[src/rtl/multicycle_controller.sv]
// Main control FSM and ALU decoder for the multicycle MIPS core.
// Optional bne support is enabled by defining MULTICYCLE_BNE_EN.
module multicycle_controller (
  input  logic       clk,
  input  logic       reset,
  input  logic [5:0] Op,
  input  logic [5:0] Funct,
  input  logic       Zero,
  output logic       IorD,
  output logic       MemWrite,
  output logic       IRWrite,
  output logic       RegDst,
  output logic       MemtoReg,
  output logic       RegWrite,
  output logic       ALUSrcA,
  output logic [1:0] ALUSrcB,
  output logic [2:0] ALUControl,
  output logic [1:0] PCSrc,
  output logic       PCEn,
  output logic [3:0] State
);

  localparam logic [5:0] OP_LW    = 6'b100011;
  localparam logic [5:0] OP_SW    = 6'b101011;
  localparam logic [5:0] OP_RTYPE = 6'b000000;
  localparam logic [5:0] OP_BEQ   = 6'b000100;
  localparam logic [5:0] OP_ADDI  = 6'b001000;
  localparam logic [5:0] OP_J     = 6'b000010;
`ifdef MULTICYCLE_BNE_EN
  localparam logic [5:0] OP_BNE   = 6'b000101;
`endif

  typedef enum logic [3:0] {
    FETCH   = 4'd0,
    DECODE  = 4'd1,
    MEMADR  = 4'd2,
    MEMREAD = 4'd3,
    MEMWB   = 4'd4,
    MEMWR   = 4'd5,
    EXECUTE = 4'd6,
    ALUWB   = 4'd7,
    BRANCH  = 4'd8,
    ADDIEX  = 4'd9,
    ADDIWB  = 4'd10,
    JUMP    = 4'd11
  } state_t;

  state_t     state;
  state_t     next_state;
  logic [1:0] alu_op;
  logic       pc_write;
  logic       branch;
  logic       br_cond;
  logic       mem_write_raw;
  logic       ir_write_raw;
  logic       reg_write_raw;

  always_ff @(posedge clk) begin
    if (reset) state <= FETCH;
    else       state <= next_state;
  end

`ifdef MULTICYCLE_BNE_EN
  // Remembers whether the branch in flight is bne; captured while decoding.
  logic bne_q;

  always_ff @(posedge clk) begin
    if (reset)                bne_q <= 1'b0;
    else if (state == DECODE) bne_q <= (Op == OP_BNE);
  end

  assign br_cond = bne_q ? ~Zero : Zero;
`else
  assign br_cond = Zero;
`endif

  // Next-state logic
  always_comb begin
    next_state = FETCH;
    case (state)
      FETCH:   next_state = DECODE;
      DECODE: begin
        case (Op)
          OP_LW, OP_SW: next_state = MEMADR;
          OP_RTYPE:     next_state = EXECUTE;
          OP_BEQ:       next_state = BRANCH;
`ifdef MULTICYCLE_BNE_EN
          OP_BNE:       next_state = BRANCH;
`endif
          OP_ADDI:      next_state = ADDIEX;
          OP_J:         next_state = JUMP;
          default:      next_state = FETCH;
        endcase
      end
      MEMADR:  next_state = (Op == OP_LW) ? MEMREAD : MEMWR;
      MEMREAD: next_state = MEMWB;
      EXECUTE: next_state = ALUWB;
      ADDIEX:  next_state = ADDIWB;
      default: next_state = FETCH;
    endcase
  end

  // Moore output decode from the state register
  always_comb begin
    IorD          = 1'b0;
    mem_write_raw = 1'b0;
    ir_write_raw  = 1'b0;
    RegDst        = 1'b0;
    MemtoReg      = 1'b0;
    reg_write_raw = 1'b0;
    ALUSrcA       = 1'b0;
    ALUSrcB       = 2'b00;
    alu_op        = 2'b00;
    PCSrc         = 2'b00;
    pc_write      = 1'b0;
    branch        = 1'b0;
    case (state)
      FETCH: begin
        ALUSrcB      = 2'b01;
        ir_write_raw = 1'b1;
        pc_write     = 1'b1;
      end
      DECODE:  ALUSrcB = 2'b11;
      MEMADR, ADDIEX: begin
        ALUSrcA = 1'b1;
        ALUSrcB = 2'b10;
      end
      MEMREAD: IorD = 1'b1;
      MEMWB: begin
        MemtoReg      = 1'b1;
        reg_write_raw = 1'b1;
      end
      MEMWR: begin
        IorD          = 1'b1;
        mem_write_raw = 1'b1;
      end
      EXECUTE: begin
        ALUSrcA = 1'b1;
        alu_op  = 2'b10;
      end
      ALUWB: begin
        RegDst        = 1'b1;
        reg_write_raw = 1'b1;
      end
      BRANCH: begin
        ALUSrcA = 1'b1;
        alu_op  = 2'b01;
        PCSrc   = 2'b01;
        branch  = 1'b1;
      end
      ADDIWB:  reg_write_raw = 1'b1;
      JUMP: begin
        PCSrc    = 2'b10;
        pc_write = 1'b1;
      end
      default: ;
    endcase
  end

  // ALU decoder
  always_comb begin
    ALUControl = 3'b010;
    case (alu_op)
      2'b01: ALUControl = 3'b110;
      2'b10: begin
        case (Funct)
          6'b100010: ALUControl = 3'b110;
          6'b100100: ALUControl = 3'b000;
          6'b100101: ALUControl = 3'b001;
          6'b101010: ALUControl = 3'b111;
          default:   ALUControl = 3'b010;
        endcase
      end
      default: ALUControl = 3'b010;
    endcase
  end

  // Architectural write enables are suppressed while reset is asserted
  assign PCEn     = (pc_write | (branch & br_cond)) & ~reset;
  assign IRWrite  = ir_write_raw & ~reset;
  assign RegWrite = reg_write_raw & ~reset;
  assign MemWrite = mem_write_raw & ~reset;
  assign State    = state;

endmodule

[config.mk]
export PLATFORM = sky130hd
export DESIGN_NAME = multicycle_controller
export DESIGN_NICKNAME = d
export VERILOG_FILES = /design/src/rtl/multicycle_controller.sv
export SDC_FILE = /design/constraint.sdc
export NUM_CORES = 1
export LEC_CHECK = 0
export BUFFER_PORTS_ARGS = -buffer_cell sky130_fd_sc_hd__buf_2
export CORE_AREA = 2 2 39 41
export CTS_BUF_LIST = sky130_fd_sc_hd__clkbuf_4
export DETAILED_ROUTE_END_ITERATION = 16
export DIE_AREA = 0 0 41 43
export PLACE_DENSITY = 0.74
export SYNTH_ARGS = -nofsm -noshare
export SYNTH_HDL_FRONTEND = slang
export SYNTH_SLANG_ARGS = --single-unit
[constraint.sdc]
create_clock -name clk -period 1.82 [get_ports clk]
set_input_delay 0.364 -clock clk [delete_from_list [all_inputs] [get_ports clk]]
set_output_delay 0.364 -clock clk [all_outputs]
set_load 0.02 [all_outputs]
=== After elaboration in Yosys (flattened, before gate mapping) ===
Cells that the tools add are included.

* Equal/unequal tests: 22
* Muxes and demuxes: 17
* Bitwise gates (word level): 7
* Reduce and logical (&&, ||, !) cells: 8

{| class="wikitable"
|+ Operators by type and width
! cell !! number
|-
| equality test 6 bit, second input constant || 6
|-
| case mux 4 bit (6 select lines) || 1
|-
| case mux 4 bit (5 select lines) || 1
|-
| equality test 4 x 3 -> 1 bit, second input constant || 4
|-
| equality test 4 bit, second input constant || 4
|-
| case mux 3 bit (4 select lines) || 1
|-
| two-way mux 1 bit || 9
|-
| equality test 4 x 2 -> 1 bit, second input constant || 2
|-
| case mux 2 bit (2 select lines) || 2
|-
| OR reduction 2 bit || 4
|-
| equality test 6 x 2 -> 1 bit, second input constant || 1
|-
| equality test 6 x 3 -> 1 bit, second input constant || 1
|-
| equality test 6 x 4 -> 1 bit, second input constant || 1
|-
| logical NOT 6 bit || 1
|-
| case mux 2 bit (3 select lines) || 1
|-
| case mux 3 bit (2 select lines) || 1
|-
| bitwise AND 1 bit || 5
|-
| equality test 4 x 1 -> 1 bit, second input constant || 1
|-
| logical NOT 4 bit || 1
|-
| OR reduction 4 bit || 1
|-
| two-way mux 3 bit || 1
|-
| OR reduction 3 bit || 1
|-
| equality test 2 x 1 -> 1 bit, second input constant || 1
|-
| equality test 2 bit, second input constant || 1
|-
| 2 further kinds || 2
|}

* Bits in registers: 4
* Bits of input ports: 15
* Output and inout bits: 19

=== Logic depth before layout (Yosys ltp) ===
Gate-level depths: netlist of run 1.

* Depth after elaboration: 5
* Gate-level depth with buffers: 7

=== Least setup slack after synthesis of run 1 ===
OpenSTA, ideal clock, no wires.

* Path type: reg2out
* Start: register state[1] (netlist: State[1])
* End: output ALUControl[0]
* Data arrival time: 2190 ps
* Path slack: -734 ps
* Stages on the path, launching flop included: 6
* Buffers on the path: 1
* Path through: dfxtp_1 -> buf_2 -> nor3_1 -> inv_1 -> ha_1 -> nor3_1

* Cells in the longest elaborated chain, start to end: 4
* Elaborated cells between the ends (all ways): 6
* Those cells by class: eq/ne: 4; mux: 2

{| class="wikitable"
|+ RTL lines
! what !! line !! source
|-
| from (decl) || 48 || <nowiki>state_t state;</nowiki>
|-
| from (signal assigned) || 60 || <nowiki>else state <= next_state;</nowiki>
|-
| equality test 4 bit or equality test 4 x 3 -> 1 bit (tied branches) || 117 || <nowiki>case (state)</nowiki>
|-
| case mux 2 bit (2 select lines) * || 117 ||
|-
| equality test 2 bit or equality test 2 x 1 -> 1 bit (tied branches) || 163 || <nowiki>case (alu_op)</nowiki>
|-
| case mux 3 bit (2 select lines) * || 163 ||
|-
| to (decl) || 17 || <nowiki>output logic [2:0] ALUControl,</nowiki>
|}

Every way passes the cells marked *; elsewhere a longest branch is shown, timed or not.

=== Worst setup path after layout of run 1 ===
* Start: register state[0] (netlist: State[0])
* End: output ALUControl[1]

The elaborated chain is that of the path after synthesis.

==> run metrics, run 1 <==
Reg clk slew, reported paths about 0.04 ns; RSZ-0062 raised after global routing true; DRT antenna net count 0; initial antenna violation count 0; # rows 14; port bufs 33; capturing point of the worst reg2reg path State[0]; critical path capture point type output pin; sequential area share after synthesis 0.156; Fin. Hold Viols 0; IO Count 34; Net Count, Synth between 90 and 100; final WL around 2100 um; worst hold endpoint State[3]; violated checks negative setup slack; wire length per cell ~15 um; Die Area between 1500 and 2000 um^2; Initial Util 0.370; distinct cell type count after synthesis 30; Die W 41 um; xor/xnor share of the synthesized area 0.0342; core area between 1000 and 1500 um^2; Max H-tree Level 1; Max-Cap Viols 0; Root Buffer clkbuf_4; critical path data arrival time between 1.5 and 2 ns; Worst Skew 0.00230 ns; clk_lat worst skew 0.24 ns; vias per cell between 5 and 6; Synth Cell Area approximately 500 um^2; Static Leak between 0.4 and 0.5 nW; crit path time final 1.98 ns; outcome complete, but fails checks; Cells after Synth 76; met3 routed WL ~110 um; final setup vio count 5; TritonCTS clock tree yes; Total Routing Usage GR 0.218; flop2flop setup slack about 0.34 ns; Final Wtd Congestion between 0.7 and 0.8; main combinational cell family by area after synthesis simple AND/OR/NAND/NOR gates; GR Overflow Total 0; clk buf depth 2; Synthesis Warnings 0; Syn Area/Cell between 6 and 7 um^2; VDD IR max roughly 0.33 mV; flops & latches, synth 4; element type at the critical path start flop; Hold Path Origin reset; DRT met1 WL approximately 740 um; Pwr Density about 360 nW/um^2; Met2 Routed Length roughly 1200 um; vias in the first global route 652; Residual DRC 0; cts hold-fix bufs 0; max_slew headroom 0.729; CTS sink cnt 4; r2r worst-path depth 5; post-synthesis mux area share 0; share of layout cells above drive strength 1 0.694; max reg flops 4; nets 142; HP Class input port to flop; Vias 751; fin crit share 1.09; Fill cells 85; WHS Path Cells 2; global-route wire length before repair 2550 um; Crit path required time roughly 1.5 ns; CTS Buf Count 3; Die Height 43 um; simple-gate share of the synthesized area 0.430; final hold slack just over 0.4 ns; filler-free cell count of the finished design 140; fmax between 500 and 600 MHz; max layer used met4; Area Growth Syn to Fin 106%; Worst Path Max Fanout 3; 1st-iter DRT viols 8; Setup WS post-layout -0.162 ns; Detail Placement HPWL roughly 1200 um; Worst R2R Start State[1]; Tightest Pin Transition 0.404 ns; fin. max-slew vios 0; Antenna diodes 0; drt pass-1 iters 4; Inst Count DP approximately 130; pin count of the biggest net entering global routing 15; compound-cell area share of the yosys netlist 0.259; Worst Setup SP State[0]; critical path type flop to output pin; Synth Area in Adders 0.0489
synthesized netlist by cell type:
library cell / count / area share
nor3_1: 6 / 0.059
clkbuf_1: 1 / 0.0073
a22oi_1: 1 / 0.015
a31oi_1: 1 / 0.012
a21o_1: 1 / 0.015
buf_2: 2 / 0.020
dfxtp_1: 4 / 0.16
nor3b_1: 3 / 0.044
a21oi_1: 7 / 0.068
or4_4: 1 / 0.022
a21boi_2: 1 / 0.022
inv_2: 1 / 0.0073
o21ai_0: 2 / 0.020
nand2b_1: 5 / 0.061
nor2b_1: 2 / 0.024
a2111oi_2: 1 / 0.029
nand3_1: 1 / 0.0098
or3_1: 1 / 0.012
nand2_1: 6 / 0.044
nor4_1: 3 / 0.037
buf_4: 1 / 0.015
ha_1: 2 / 0.049
a211o_1: 2 / 0.034
o21bai_1: 1 / 0.015
a211oi_1: 2 / 0.029
inv_1: 3 / 0.022
or4_1: 1 / 0.015
xnor2_1: 2 / 0.034
nor2_4: 1 / 0.022
nor2_1: 11 / 0.081
critical path, stage by stage, from the launching register on:
cell and delay [ns]:
dfxtp_4 0.35, buf_6 0.12, nor2b_4 0.14, nand2b_4 0.09
inv_4 0.06, ha_4 0.21, a211o_4 0.27, buf_6 0.13
metrics by stage:
step	power [W]	util	worst slack, ns	cell area (um^2)	setup TNS (ns)
2_1_floorplan	0.000153	-	-0.0488	582	-0.0488
3_3_place_gp	0.000192	0.572	0.0542	792	0
3_5_place_dp	0.000194	0.572	0.0153	792	0
4_1_cts	0.000362	0.705	-0.145	976	-0.601
5_1_grt	0.000399	0.762	-0.198	1050	-0.817
6_report	0.000380	0.762	-0.162	1050	-0.602
layout make-up:
type,instances,area [um^2],area share
clock buffers,4,30.0,0.0285
multi-input cells,64,548,0.520
well taps,16,20.0,0.0190
inverters,4,17.5,0.0166
flip-flops and latches,4,90.1,0.0854
repair buffers,48,349,0.331
worst max-delay path by stage:
stage               cells after the start            end  slack [ns]
floorplan                               5  ALUControl[1]       -0.05
global placement                        6  ALUControl[1]        0.05
detailed placement                      6  ALUControl[1]        0.02
CTS                                     4           PCEn       -0.14
global route                            7  ALUControl[1]       -0.20
finish                                  7  ALUControl[1]       -0.16
kinds of logic after synthesis:
| group | Yosys count |
|---|---|
| DFF | 4 |
| adders and majority gates | 2 |
| xor gates and xnor gates | 2 |
| AOI/OAI and AO/OA | 19 |
| buffers and inverters | 8 |
| and+or+nand+nor | 41 |
cell usage in the layout, fill, tap and decap left out, types with 3 or more instances in the layout:
cell,n
a21oi_1,4
a21oi_2,3
buf_2,26
buf_4,10
buf_6,11
clkbuf_4,4
inv_2,3
nand2_1,5
nand2b_4,4
nor2_1,6
nor2_4,5
nor3_1,4
nor3b_1,3
nor4_1,3
power breakdown:
| group | switching (W) | internal, W | leakage [nW] |
|---|---|---|---|
| logic | 0.0000714 | 0.0000710 | 0.394 |
| registers | 0.00000408 | 0.0000895 | 0.0349 |
| clock network | 0.0000459 | 0.0000978 | 0.0184 |
| total | 0.000121 | 0.000258 | 0.447 |
what timing repair did:
action	in CTS	in global routing
resized for setup	26	18
pin swaps	7	7
buffers inserted	6	3
endpoints found under the setup margin	5	8
endpoints found under the hold margin	0	0
per-layer routing:
| layer | track usage | vias to the layer above |
|---|---|---|
| li1 | - | 372 |
| met4 | 0.167 | 0 |
| met3 | 0.0157 | 8 |
| met1 | 0.186 | 335 |
| met2 | 0.409 | 36 |
| met5 | 0 | - |
Note: power is estimated with default switching activity, not from simulation.
==> run 2: changes to the inputs <==
--- a/config.mk
+++ b/config.mk
@@ -5,11 +5,14 @@
 export SDC_FILE = /design/constraint.sdc
 export NUM_CORES = 1
 export LEC_CHECK = 0
+export ABC_CLOCK_PERIOD_IN_PS = 1820
 export BUFFER_PORTS_ARGS = -buffer_cell sky130_fd_sc_hd__buf_2
 export CORE_AREA = 2 2 39 41
 export CTS_BUF_LIST = sky130_fd_sc_hd__clkbuf_4
 export DETAILED_ROUTE_END_ITERATION = 16
 export DIE_AREA = 0 0 41 43
+export GPL_ROUTABILITY_DRIVEN = 0
+export MAX_ROUTING_LAYER = met4
 export PLACE_DENSITY = 0.74
 export SYNTH_ARGS = -nofsm -noshare
 export SYNTH_HDL_FRONTEND = slang
==> run metrics, run 2 (synthesis results as in run 1) <==
max layer used met4; CTS Buf Count 3 (unchanged); Area Growth Syn to Fin 106% (unchanged); Vias 748 (-0.40%); Met2 Routed Length 1170 um (about the same); violated checks negative setup slack; Detail Placement HPWL 1210 um (unchanged); DRT met1 WL 722 um (-2.0%); pin count of the biggest net entering global routing 15 (unchanged); Static Leak 0.447 nW (unchanged); fmax 505 MHz (about the same); Worst Skew 0.00230 ns (unchanged); critical path type flop to output pin; Total Routing Usage GR 0.223 (+0.00538); GR Overflow Total 0 (unchanged); fin. max-slew vios 0 (unchanged); clk buf depth 2 (unchanged); vias in the first global route 654 (+0.31%); max_slew headroom 0.729 (unchanged); Die Area 1760 um^2 (unchanged); Setup WS post-layout -0.162 ns (+0.000746 ns); Residual DRC 0 (unchanged); outcome complete, but fails checks; Initial Util 0.370 (unchanged); setup TNS -0.598 ns (+0.00322 ns); IO Count 34 (unchanged); RSZ-0062 raised after global routing true; Final Cell Area 1050 um^2 (unchanged); Worst Path Max Fanout 8 (+5); Reg clk slew, reported paths 0.04 ns (about the same); 1st-iter DRT viols 4 (-4); worst hold endpoint State[3]; Worst R2R Start State[1]; share of layout cells above drive strength 1 0.694 (unchanged); final setup vio count 5 (unchanged); DRT antenna net count 0 (unchanged); core area 1380 um^2 (unchanged); wire length per cell 14.8 um (-0.67%); capturing point of the worst reg2reg path State[0]; WHS Path Cells 2 (unchanged); post-layout util 0.762 (unchanged); drt pass-1 iters 4 (unchanged); Fin. Hold Viols 0 (unchanged); TritonCTS clock tree yes; max reg flops 4 (unchanged); met3 routed WL 109 um (unchanged); final WL 2070 um (-0.67%); Root Buffer clkbuf_4; Fill cells 85 (unchanged); Cell Area, Placed 792 um^2 (unchanged); vias per cell 5.34 (-0.40%); Antenna diodes 0 (unchanged); critical path data arrival time 1.62 ns (about the same); HP Class input port to flop; initial antenna violation count 0 (unchanged); Pwr Density 360 nW/um^2 (-0.12%); critical path capture point type output pin; Max H-tree Level 1 (unchanged); Tightest Pin Transition 0.404 ns (unchanged); Crit path required time 1.46 ns (about the same); commonest non-fill, non-tap cell in the layout buf_2; Die W 41 um (unchanged); # rows 14 (unchanged); commonest non-fill, non-tap cells in the layout buf_2 (26), buf_6 (11), buf_4 (10); crit path time final 1.98 ns (-0.000746 ns); flop2flop setup slack 0.33 ns (about the same); clk_lat worst skew 0.24 ns (about the same); element type at the critical path start flop; fin crit share 1.09 (about the same); cts hold-fix bufs 0 (unchanged); port bufs 33 (unchanged); CTS sink cnt 4 (unchanged); r2r worst-path depth 5 (unchanged); nets 142 (unchanged); Max-Cap Viols 0 (unchanged); Hold Path Origin reset; global-route wire length before repair 2550 um (unchanged); Die Height 43 um (unchanged); VDD IR max 0.328 mV (about the same)
## run 2: cell counts in the layout (fill, tap and decap cells not counted)
No cell type changed its count.
## run 2: how the worst max path moves through the flow
stage	from	to	slack [ns]	cells after the start
6_report	State[1]	PCEn	-0.16	4
4_1_cts	State[2]	PCEn	-0.14	4
2_1_floorplan	State[2]	ALUControl[1]	-0.05	5
3_5_place_dp	State[1]	ALUControl[1]	0.02	6
5_1_grt	State[0]	ALUControl[1]	-0.20	7
3_3_place_gp	State[2]	ALUControl[1]	0.05	6
## run 2: layout make-up
cell class / count / area [um^2] / area share
repair buffers: 48 / 349 / 0.331
inverters: 4 / 17.5 / 0.0166
multi-input cells: 64 / 548 / 0.520
clock buffers: 4 / 30.0 / 0.0285
flip-flops and latches: 4 / 90.1 / 0.0854
well taps: 16 / 20.0 / 0.0190
## run 2: layer usage
metal  GRT usage  vias up
li1            -      372
met1       0.186      332
met2       0.409       36
met3      0.0157        8
met4       0.167        0
met5           -        -
## run 2: report_power, final
group | leakage, nW | internal, W | switching, W
clock network | 0.0184 | 0.0000978 | 0.0000459
registers | 0.0349 | 0.0000895 | 0.00000412
logic | 0.394 | 0.0000710 | 0.0000709
## run 2: worst max-delay path, stage by stage, from the launching register on
cell and delay [ns]:
dfxtp_2 0.35, buf_4 0.18, or4_4 0.52, a21oi_2 0.17, buf_4 0.16
## run 2: what timing repair did
action | 4_1_cts | 5_1_grt
endpoints found under the setup margin | 5 | 8
buffers inserted | 6 | 3
pin swaps | 7 | 7
resized for setup | 26 | 18
## run 2: stage by stage
stage               setup WS [ns]  power, W  cells  hold slack [ns]
floorplan                 -0.0488  0.000153     76            0.435
CTS                        -0.145  0.000362    138            0.384
finish                     -0.162  0.000379    140            0.414
global placement           0.0542  0.000192    128            0.621
detailed placement         0.0153  0.000194    128            0.626
global route               -0.198  0.000399    140            0.419
==> run 3: changes to the inputs <==
--- a/config.mk
+++ b/config.mk
@@ -8,7 +8,6 @@
 export ABC_CLOCK_PERIOD_IN_PS = 1820
 export BUFFER_PORTS_ARGS = -buffer_cell sky130_fd_sc_hd__buf_2
 export CORE_AREA = 2 2 39 41
-export CTS_BUF_LIST = sky130_fd_sc_hd__clkbuf_4
 export DETAILED_ROUTE_END_ITERATION = 16
 export DIE_AREA = 0 0 41 43
 export GPL_ROUTABILITY_DRIVEN = 0
==> run metrics, run 3 (synthesis results as in run 1) <==
Root Buffer clkbuf_4; Detail Placement HPWL 1210 um (unchanged); DRT antenna net count 0 (unchanged); Initial Util 0.370 (unchanged); Die Height 43 um (unchanged); total power 0.000364 W (-4.0%); core area 1380 um^2 (unchanged); 1st-iter DRT viols 7 (+3); Setup WS post-layout -0.162 ns (-0.0000620 ns); Fin. Hold Viols 0 (unchanged); pin count of the biggest net entering global routing 15 (unchanged); Area Growth Syn to Fin 105%; Max-Cap Viols 0 (unchanged); grt met3 use 0.0157 (unchanged); TritonCTS clock tree yes; filler-free cell count of the finished design 140 (unchanged); fmax 505 MHz (about the same); nets 142 (unchanged); max_slew headroom 0.739 (+0.0105); Tightest Pin Transition 0.391 ns (-0.0128 ns); initial antenna violation count 0 (unchanged); crit path time final 1.98 ns (+0.0000620 ns); Die W 41 um (unchanged); Setup WS pre-CTS 0.0153 ns (unchanged); max reg flops 4 (unchanged); commonest non-fill, non-tap cells in the layout buf_2 (26), buf_6 (11), buf_4 (10); Antenna diodes 0 (unchanged); grt met1 use 0.193 (+0.00643); cts hold-fix bufs 0 (unchanged); Inst Count DP 128 (unchanged); Total Routing Usage GR 0.228 (+0.00514); element type at the critical path start flop; GR Overflow Total 0 (unchanged); Static Leak 0.443 nW (-0.77%); fin. max-slew vios 0 (unchanged); CTS Buf Count 3 (unchanged); wire length per cell 15.0 um (+1.5%); met2 usage 0.419 (+0.00938); vias in the first global route 664 (+1.5%); Max H-tree Level 1 (unchanged); Worst Skew 0.00261 ns (+0.000311 ns); clk_lat worst skew 0.24 ns (about the same); CTS sink cnt 4 (unchanged); critical path data arrival time 1.62 ns (about the same); final setup vio count 5 (unchanged); Residual DRC 0 (unchanged); share of layout cells above drive strength 1 0.685 (-0.00806); # rows 14 (unchanged); clk buf depth 2 (unchanged); vias per cell 5.38 (+0.67%); GR peak layer met2; fin crit share 1.09 (about the same); Die Area 1760 um^2 (unchanged); commonest non-fill, non-tap cell in the layout buf_2; VDD IR max 0.318 mV (-3.0%); violated checks negative setup slack; port bufs 33 (unchanged); drt pass-1 iters 4 (unchanged); Worst Path Max Fanout 8 (unchanged); final WL 2100 um (+1.5%); RSZ-0062 raised after global routing true; critical path capture point type output pin; global-route wire length before repair 2610 um (+2.4%); outcome complete, but fails checks; Reg clk slew, reported paths 0.04 ns (about the same); Crit path required time 1.46 ns (about the same); IO Count 34 (unchanged); Pwr Density 346 nW/um^2 (-3.7%); HP Class input port to flop; Vias 753 (+0.67%); critical path type flop to output pin
[run 3: cell counts in the layout (fill, tap and decap cells not counted)]
Identical to the previous run, type by type.
[run 3: power by group]
group | internal, W | switching (W) | leakage, nW
Clock | 0.0000828 | 0.0000450 | 0.0150
Combinational | 0.0000710 | 0.0000715 | 0.394
Sequential | 0.0000895 | 0.00000413 | 0.0349
Total | 0.000243 | 0.000121 | 0.443
[run 3: worst paths after layout]
path / from / end / slack, ns / depth (start not counted)
max: State[1] / PCEn / -0.16 / 4
min: reset / State[3] / 0.41 / 2
max reg2reg: State[1] / State[0] / 0.32 / 5
min reg2reg: State[2] / State[3] / 0.61 / 2
[run 3: timing repair]
action | CTS | global route
resized for setup | 26 | 18
endpoints found under the setup margin | 5 | 8
setup buffers | 6 | 3
pin swaps | 7 | 7
[run 3: area by class of cell]
class	count	area [um^2]
tap	16	20.0
timing repair buffer	48	349
multi-input combinational	64	548
sequential	4	90.1
inverter	4	17.5
fill	87	333
clock buffer	4	26.3
[run 3: through the flow]
stage	setup TNS [ns]	instance area [um^2]	utilization	hold WS (ns)
CTS	-0.595	972	0.703	0.386
global placement	0	792	0.572	0.621
finish	-0.596	1050	0.759	0.414
floorplan	-0.0488	582	-	0.435
detailed placement	0	792	0.572	0.626
global route	-0.816	1050	0.759	0.418
[run 3: layer usage]
metal  vias to the layer above  share of wire
met2                        35           0.57
met3                         9          0.050
li1                        370              -
met4                         0          0.036
met1                       339           0.34
met5                         -              0
[run 3: critical path, cell delays in order, from the launching register on]
cell	delay [ns]
dfxtp_2	0.35
buf_4	0.18
or4_4	0.52
a21oi_2	0.16
buf_4	0.16
